==> src/rtl/ape_pkg.sv <==
// Shared types and limits for the APE fetch path: default beat layout and maximum slice count.
package ape_pkg;

  localparam int unsigned APE_KEY_W           = 64;
  localparam int unsigned APE_DATA_W          = 34;
  localparam int unsigned APE_TAG_W           = 16;
  localparam int unsigned APE_FETCH_MAX_DEPTH = 8;

  typedef struct packed {
    logic [APE_KEY_W-1:0]  key;
    logic [APE_DATA_W-1:0] data;
    logic [APE_TAG_W-1:0]  tag;
  } ape_fetch_beat_t;

endpackage

==> src/rtl/ape_fetch_slice.sv <==
// One skid-buffered register slice: main + skid registers, registered ready (no out_ready->in_ready path).
// Optional synchronous flush when APE_FETCH_FLUSH_EN is defined.
module ape_fetch_slice
  import ape_pkg::*;
#(
  parameter int unsigned W = $bits(ape_fetch_beat_t)
) (
  input  logic         clk_i,
  input  logic         rst_ni,
`ifdef APE_FETCH_FLUSH_EN
  input  logic         flush_i,
`endif
  input  logic         in_valid_i,
  output logic         in_ready_o,
  input  logic [W-1:0] in_beat_i,
  output logic         out_valid_o,
  input  logic         out_ready_i,
  output logic [W-1:0] out_beat_o
);

  logic         main_v_q;
  logic         skid_v_q;
  logic [W-1:0] main_q;
  logic [W-1:0] skid_q;
  logic         in_fire;
  logic         main_free;

  assign in_ready_o  = ~skid_v_q;
  assign out_valid_o = main_v_q;
  assign out_beat_o  = main_q;

  // An accept is impossible while skid is full, so a freeing main takes skid or the new beat, never both.
  assign in_fire   = in_valid_i & ~skid_v_q;
  assign main_free = ~main_v_q | out_ready_i;

  always_ff @(posedge clk_i or negedge rst_ni) begin
    if (!rst_ni) begin
      main_v_q <= 1'b0;
      skid_v_q <= 1'b0;
`ifdef APE_FETCH_FLUSH_EN
    end else if (flush_i) begin
      main_v_q <= 1'b0;
      skid_v_q <= 1'b0;
`endif
    end else if (main_free) begin
      main_v_q <= skid_v_q | in_fire;
      skid_v_q <= 1'b0;
    end else if (in_fire) begin
      skid_v_q <= 1'b1;
    end
  end

  // Payload carries no reset; written only when its valid bit is being set.
  always_ff @(posedge clk_i) begin
    if (main_free) begin
      if (skid_v_q) begin
        main_q <= skid_q;
      end else if (in_fire) begin
        main_q <= in_beat_i;
      end
    end else if (in_fire) begin
      skid_q <= in_beat_i;
    end
  end

endmodule

==> src/rtl/ape_fetch_pipe.sv <==
// Elastic fetch stage: DEPTH chained skid slices carrying {key, data, tag} with registered occupancy.
// Optional flush port and logic when APE_FETCH_FLUSH_EN is defined.
module ape_fetch_pipe
  import ape_pkg::*;
#(
  parameter int unsigned KEY_W  = APE_KEY_W,
  parameter int unsigned DATA_W = APE_DATA_W,
  parameter int unsigned TAG_W  = APE_TAG_W,
  parameter int unsigned DEPTH  = 1
) (
  input  logic                           clk_1,
  input  logic                           rst_n,
`ifdef APE_FETCH_FLUSH_EN
  input  logic                           flush,
`endif
  input  logic                           in_valid,
  output logic                           in_ready,
  input  logic [KEY_W-1:0]               key_in,
  input  logic [DATA_W-1:0]              data_i,
  input  logic [TAG_W-1:0]               tag,
  output logic                           out_valid,
  input  logic                           out_ready,
  output logic [KEY_W-1:0]               key_o,
  output logic [DATA_W-1:0]              data_o,
  output logic [TAG_W-1:0]               tag_o,
  output logic [$clog2(2*DEPTH+1)-1:0]   occupancy
);

  localparam int unsigned W     = KEY_W + DATA_W + TAG_W;
  localparam int unsigned OCC_W = $clog2(2*DEPTH+1);

  logic [DEPTH:0] vld;
  logic [DEPTH:0] rdy;
  logic [W-1:0]   beat [DEPTH+1];
  logic [OCC_W-1:0] occ_q;
  logic [OCC_W-1:0] occ_d;
  logic in_fire;
  logic out_fire;

  assign vld[0]                  = in_valid;
  assign beat[0]                 = {key_in, data_i, tag};
  assign in_ready                = rdy[0];
  assign rdy[DEPTH]              = out_ready;
  assign out_valid               = vld[DEPTH];
  assign {key_o, data_o, tag_o}  = beat[DEPTH];
  assign occupancy               = occ_q;

  for (genvar i = 0; i < DEPTH; i++) begin : g_slice
    ape_fetch_slice #(.W(W)) u_slice (
      .clk_i       (clk_1),
      .rst_ni      (rst_n),
`ifdef APE_FETCH_FLUSH_EN
      .flush_i     (flush),
`endif
      .in_valid_i  (vld[i]),
      .in_ready_o  (rdy[i]),
      .in_beat_i   (beat[i]),
      .out_valid_o (vld[i+1]),
      .out_ready_i (rdy[i+1]),
      .out_beat_o  (beat[i+1])
    );
  end

  // Tracking boundary transfers equals the sum of all slice valid bits after each edge.
  assign in_fire  = in_valid & rdy[0];
  assign out_fire = vld[DEPTH] & out_ready;

  always_comb begin
    occ_d = occ_q + OCC_W'(in_fire) - OCC_W'(out_fire);
  end

  always_ff @(posedge clk_1 or negedge rst_n) begin
    if (!rst_n) begin
      occ_q <= '0;
`ifdef APE_FETCH_FLUSH_EN
    end else if (flush) begin
      occ_q <= '0;
`endif
    end else begin
      occ_q <= occ_d;
    end
  end

endmodule
==> config.mk <==
export PLATFORM = sky130hd
export DESIGN_NAME = ape_fetch_pipe
export DESIGN_NICKNAME = d
export VERILOG_FILES = /design/src/rtl/ape_pkg.sv /design/src/rtl/ape_fetch_slice.sv /design/src/rtl/ape_fetch_pipe.sv
export SDC_FILE = /design/constraint.sdc
export NUM_CORES = 1
export LEC_CHECK = 0
export ABC_AREA = 1
export BUFFER_PORTS_ARGS = -buffer_cell sky130_fd_sc_hd__buf_2
export CAP_MARGIN = 20
export CELL_PAD_IN_SITES_DETAIL_PLACEMENT = 0
export CELL_PAD_IN_SITES_GLOBAL_PLACEMENT = 2
export CORE_AREA = 4 4 135 201
export CTS_CLUSTER_DIAMETER = 100
export DETAILED_ROUTE_END_ITERATION = 7
export DIE_AREA = 0 0 139 205
export PLACE_DENSITY_LB_ADDON = 0.1
export SYNTH_ARGS = -nofsm -noshare
export SYNTH_HDL_FRONTEND = slang
export SYNTH_SLANG_ARGS = --single-unit
==> constraint.sdc <==
create_clock -name clk_1 -period 7.7 [get_ports clk_1]
set_input_delay 0.77 -clock clk_1 [delete_from_list [all_inputs] [get_ports clk_1]]
set_output_delay 0.77 -clock clk_1 [all_outputs]
set_load 0.1 [all_outputs]
==> impl_metrics.json, run 1 <==
{
  "status": "finished clean",
  "nets": 984,
  "crit_fanout": 62,
  "dieHeight_um": 205,
  "die_x_um": 139,
  "slew_viol_final": 0,
  "worst_pin_slew_ns": 0.8555,
  "synth.net_count": 742,
  "hpwl_um": 13110,
  "synth_fa_ha_area_share_pct": 0.2941,
  "intPower_mw": 2.157,
  "cp-end-kind": "register",
  "multi_input_area_um2": 1383,
  "critical_path_class": "reg -> reg",
  "syn_inst": 622,
  "cts.clk_slew.worst_paths_ns": 0.07,
  "core_um2": 25230,
  "ys_types": 12,
  "cellPowerDensity_nw_per_um2": 301.6,
  "finClkSkew_ns": 0.01225,
  "wl_per_cell_um": 16.90,
  "muxShareOfSynthArea_pct": 0,
  "pwr-share-seq_pct": 47.7,
  "vdd_ir_drop_max_v": 0.0001641,
  "route.detailed.drc": 0,
  "p_total_mw": 3.220,
  "final_cell_mix": "351 x nand2_1, 235 x buf_2, 228 x edfxtp_1",
  "synth_simple_gate_area_share_pct": 15.67,
  "ctsHoldBuffers": 0,
  "grt_pass1_wl_um": 31510,
  "yosysWarnings": 0,
  "syn_area_per_cell_um2": 13.68,
  "fillerInstances": 2446,
  "hold_violations": 0,
  "rows": 71,
  "drt_first_iter_violations": 260,
  "port_buffers": 235,
  "ys_ff_latch": 232,
  "grtUsageTotal_pct": 13.88,
  "synth_top_family_by_area": "simple AND/OR/NAND/NOR gates",
  "cp.arrival_ns": 3.55,
  "cts.sinks": 232,
  "place.gp.congestion": 0.7421,
  "ios": 236,
  "post_cts_resized": 0,
  "cts_setup_buffers": 0,
  "grt_pass1_vias": 5601,
  "clk_latency_ns": 0.50,
  "clock.fmax_ghz": 0.2920,
  "start_util_pct": 33.73,
  "drive_above_1_share_pct": 31.17,
  "switching_share_pct": 33.02,
  "final_common_cell": "nand2_1",
  "final.setup.tns_ns": 0,
  "regArea_um2": 6950,
  "slew_headroom_pct": 42.96,
  "die-area_um2": 28500,
  "maxCapViolCount": 0,
  "synth_xor_area_share_pct": 0,
  "yosysSeqAreaShare_pct": 81.64,
  "hp-class": "in -> async",
  "worst_ep_required_time_ns": 7.82,
  "antenna_found_initial": 4,
  "worstSetupStartpointType": "register",
  "cts-root-buf": "clkbuf_16",
  "viasPerCell": 4.409,
  "p_clk_share_pct": 31.1,
  "grt_setup_unrepaired": "false",
  "switching_power_mw": 1.063,
  "postRouteWirelength_um": 20410,
  "timing.final.crit_share_pct": 44.47,
  "setup_viol": 0,
  "period_needed_ns": 3.424,
  "cts_made_buffers": 23,
  "synth_compound_area_share_pct": 0.05881,
  "clockBufferDepth": 3,
  "syn-cell-area_um2": 8509,
  "h-tree-depth": 1,
  "p_leak_nw": 4.564,
  "gr-total-overflow": 0,
  "dr_total_vias": 5326,
  "area_growth_pct": 25.48,
  "cts_tree": "built",
  "drtPass1Iterations": 4,
  "ant_nets": 0,
  "p_comb_share_pct": 21.1,
  "grt_max_degree": 77
}
[power groups by stage]
| stage | registers [mW] | clock network (mW) | logic [mW] |
|---|---|---|---|
| 6_report | 1.54 | 1.00 | 0.681 |
| 2_1_floorplan | 2.00 | 0 | 0.117 |
| 3_5_place_dp | 1.57 | 0 | 0.685 |
| 4_1_cts | 1.54 | 1.04 | 0.687 |
| 5_1_grt | 1.55 | 1.09 | 0.717 |
| 3_3_place_gp | 1.57 | 0 | 0.681 |
[per-stage QoR]
step	cell area (µm²)	util (%)	worst slack, ns	hold slack, ns	instances
floorplan	8509	-	0.7420	0.4744	622
global placement	9993	39.61	4.265	0.5007	1166
detailed placement	9993	39.61	4.188	0.5016	1166
CTS	10650	42.20	4.173	0.04622	1206
global route	10680	42.32	3.989	0.05205	1208
finish	10680	42.32	4.276	0.06581	1208
[sequential cells by signal, summed over array words and instances, names as in the netlist]
register	cells
g_slice.u_slice.skid_v_q	1
g_slice.u_slice.out_beat_o	114
g_slice.u_slice.out_valid_o	1
occupancy	2
g_slice.u_slice.skid_q	114
[area by class of cell]
| cell class | count | area share, % |
|---|---|---|
| Antenna cell | 1 | 0.02344 |
| Clock buffer | 32 | 5.800 |
| Clock inverter | 8 | 0.3281 |
| Inverter | 7 | 0.2695 |
| Multi-Input combinational cell | 358 | 12.95 |
| Sequential cell | 232 | 65.09 |
| Tap cell | 328 | 3.843 |
| Timing Repair Buffer | 242 | 11.69 |
[critical path, cell delays in order (launching register included)]
cell     delay (ns)
dfrtp_4        0.74
inv_4          0.50
nand2_1        0.20
nor2_4         0.11
buf_4          0.60
buf_4          0.76
[logic make-up (layout without fill, tap and decap cells)]
group | count (synthesis) | after routing
flops | 232 | 232
fa+ha+maj | 2 | 2
other cells | 0 | 1
simple gates | 355 | 355
buf+inv | 32 | 289
compound gates | 1 | 1
[cell usage after synthesis]
cell / instances / area share, %
buf_2: 16 / 0.94
nand2_1: 351 / 15
edfxtp_1: 228 / 80
nor2_1: 3 / 0.13
a21oi_1: 1 / 0.059
nand3_1: 1 / 0.059
buf_6: 6 / 0.79
inv_1: 6 / 0.26
ha_1: 2 / 0.29
buf_4: 3 / 0.26
dfrtp_1: 4 / 1.2
inv_4: 1 / 0.074
[path summary, 6_finish.rpt]
kind | startpoint | endpoint | slack (ns) | depth (start not counted)
hold reg to reg | g_slice[0].u_slice.skid_q[9] | g_slice[0].u_slice.out_beat_o[9] | 0.51 | 2
setup reg to reg | g_slice[0].u_slice.skid_v_q | g_slice[0].u_slice.skid_q[70] | 4.28 | 5
max in group asynchronous | rst_n | g_slice[0].u_slice.skid_v_q | 7.49 | 1
min in group clk_1 | data_i[15] | g_slice[0].u_slice.skid_q[31] | 0.46 | 1
hold / removal | rst_n | g_slice[0].u_slice.skid_v_q | 0.07 | 1
setup / recovery | g_slice[0].u_slice.skid_v_q | g_slice[0].u_slice.skid_q[70] | 4.28 | 5
[per-layer routing]
layer / up-vias / routed length, µm / track usage [%]
li1: 2577 / - / -
met1: 2526 / 8303 / 16.68
met5: - / 35 / 0
met2: 180 / 10010 / 23.82
met3: 37 / 1559 / 4.344
met4: 6 / 509 / 4.510
Note: power is estimated with default switching activity, not from simulation.
==> run 2: changes to the inputs <==
clock period = 3.5 ns   (was 7.7 ns; I/O delays follow)
==> impl_metrics.json, run 2 (synthesis results as in run 1) <==
{
  "hold_violations": 0,
  "grt_pass1_wl_um": 31400,
  "drtPass1Iterations": 4,
  "grtUsageTotal_pct": 13.79,
  "timing.final.crit_share_pct": 71.99,
  "postRouteWirelength_um": 20200,
  "switching_share_pct": 32.71,
  "setup_ws_ns": 0.9804,
  "core_um2": 25230,
  "finClkSkew_ns": 0.008343,
  "viasPerCell": 4.336,
  "utilization_pct": 42.57,
  "die-area_um2": 28500,
  "cts-root-buf": "clkbuf_16",
  "startpoint": "g_slice[0].u_slice.skid_v_q",
  "multi_input_area_um2": 1383,
  "clockBufferDepth": 3,
  "die_x_um": 139,
  "start_util_pct": 33.73,
  "port_buffers": 235,
  "p_clk_share_pct": 32.8,
  "grt_max_degree": 82,
  "dieHeight_um": 205,
  "p_comb_share_pct": 20.7,
  "crit_end": "in_ready",
  "crit_fanout": 40,
  "period_needed_ns": 2.520,
  "hpwl_um": 12960,
  "maxCapViolCount": 0,
  "final_cell_mix": "351 x nand2_1, 235 x buf_2, 228 x edfxtp_1",
  "dr_total_vias": 5255,
  "place.gp.congestion": 0.6854,
  "grt_setup_unrepaired": "false",
  "setup_viol": 0,
  "reg2reg_to": "g_slice[0].u_slice.out_beat_o[26]",
  "pwr-share-seq_pct": 46.5,
  "switching_power_mw": 2.374,
  "post_cts_resized": 0,
  "status": "finished clean",
  "diodes": 0,
  "ios": 236,
  "drive_above_1_share_pct": 31.33,
  "nets": 986,
  "worst_ep_required_time_ns": 3.15,
  "cts.sinks": 232,
  "final.setup.tns_ns": 0,
  "reg2reg_slack_ns": 1.09,
  "h-tree-depth": 1,
  "cts_tree": "built",
  "gr-total-overflow": 0,
  "pre_cts_ws_ns": 1.098,
  "holdWs_ns": 0.02990,
  "clock.fmax_ghz": 0.3969,
  "critical_path_class": "reg -> out",
  "intPower_mw": 4.882,
  "vdd_ir_drop_max_v": 0.0003969,
  "cellPowerDensity_nw_per_um2": 675.6,
  "p_leak_nw": 4.599,
  "grt_pass1_vias": 5498,
  "slew_viol_final": 0,
  "final_common_cell": "nand2_1",
  "regArea_um2": 6950,
  "cts_made_buffers": 24,
  "ant_nets": 0,
  "drt_first_iter_violations": 255,
  "dpl.cell_count": 1167,
  "clk_latency_ns": 0.50,
  "area_growth_pct": 26.22,
  "cts.clk_slew.worst_paths_ns": 0.06,
  "route.detailed.drc": 0,
  "rows": 71,
  "cp.arrival_ns": 2.17,
  "hp-class": "in -> reg",
  "reg2reg_depth": 5,
  "wl_per_cell_um": 16.67,
  "stdcell_count": 1212,
  "worstSetupStartpointType": "register",
  "slew_headroom_pct": 30.19,
  "antenna_found_initial": 4,
  "cp-end-kind": "primary output",
  "r2r_start": "g_slice[0].u_slice.skid_v_q",
  "fillerInstances": 2451,
  "worst_pin_slew_ns": 1.047
}
[run 2: stage by stage]
stage,power [mW],instance area (µm²)
floorplan,4.642,8528
global placement,4.938,10000
detailed placement,4.953,10000
CTS,7.376,10740
global route,7.572,10740
finish,7.256,10740
[run 2: how the worst min path moves through the flow]
stage / from / to / slack (ns) / depth (start not counted)
floorplan: rst_n / g_slice[0].u_slice.out_valid_o / 0.05 / 0
global placement: rst_n / occupancy[1] / 0.16 / 1
detailed placement: rst_n / occupancy[1] / 0.16 / 1
CTS: key_in[5] / g_slice[0].u_slice.skid_q[55] / 0.002 / 1
global route: data_i[23] / g_slice[0].u_slice.skid_q[39] / 0.008 / 1
finish: key_in[28] / g_slice[0].u_slice.skid_q[78] / 0.03 / 1
[run 2: per-layer routing]
metal / GRT usage, % / vias up / routed length (µm)
met3: 4.227 / 40 / 1664
li1: - / 2584 / -
met5: 0 / - / 43
met2: 23.45 / 187 / 9949
met4: 3.951 / 8 / 468
met1: 17.03 / 2436 / 8074
[run 2: worst max-delay path, cell delays in order, from the launching register on]
cell     delay [ns]
dfrtp_4        0.67
inv_4          0.11
buf_4          0.36
buf_2          0.51
[run 2: cell type report]
type,instances,share of cell area [%]
Clock buffer,29,5.965
Clock inverter,15,0.8271
Inverter,7,0.2679
Multi-Input combinational cell,358,12.87
Sequential cell,232,64.71
Tap cell,328,3.821
Timing Repair Buffer,243,11.53
[run 2: timing repair]
action	in CTS	in global routing
hold buffers	1	0
endpoints found under the hold margin	4	0
buffers inserted	0	0
[run 2: power by group through the flow]
| stage | registers, mW | clock network (mW) | logic (mW) |
|---|---|---|---|
| after floorplan | 4.38 | 0 | 0.261 |
| after global placement | 3.43 | 0 | 1.51 |
| after detailed placement | 3.43 | 0 | 1.52 |
| after CTS | 3.38 | 2.48 | 1.52 |
| after global routing | 3.39 | 2.60 | 1.58 |
| final | 3.37 | 2.38 | 1.50 |
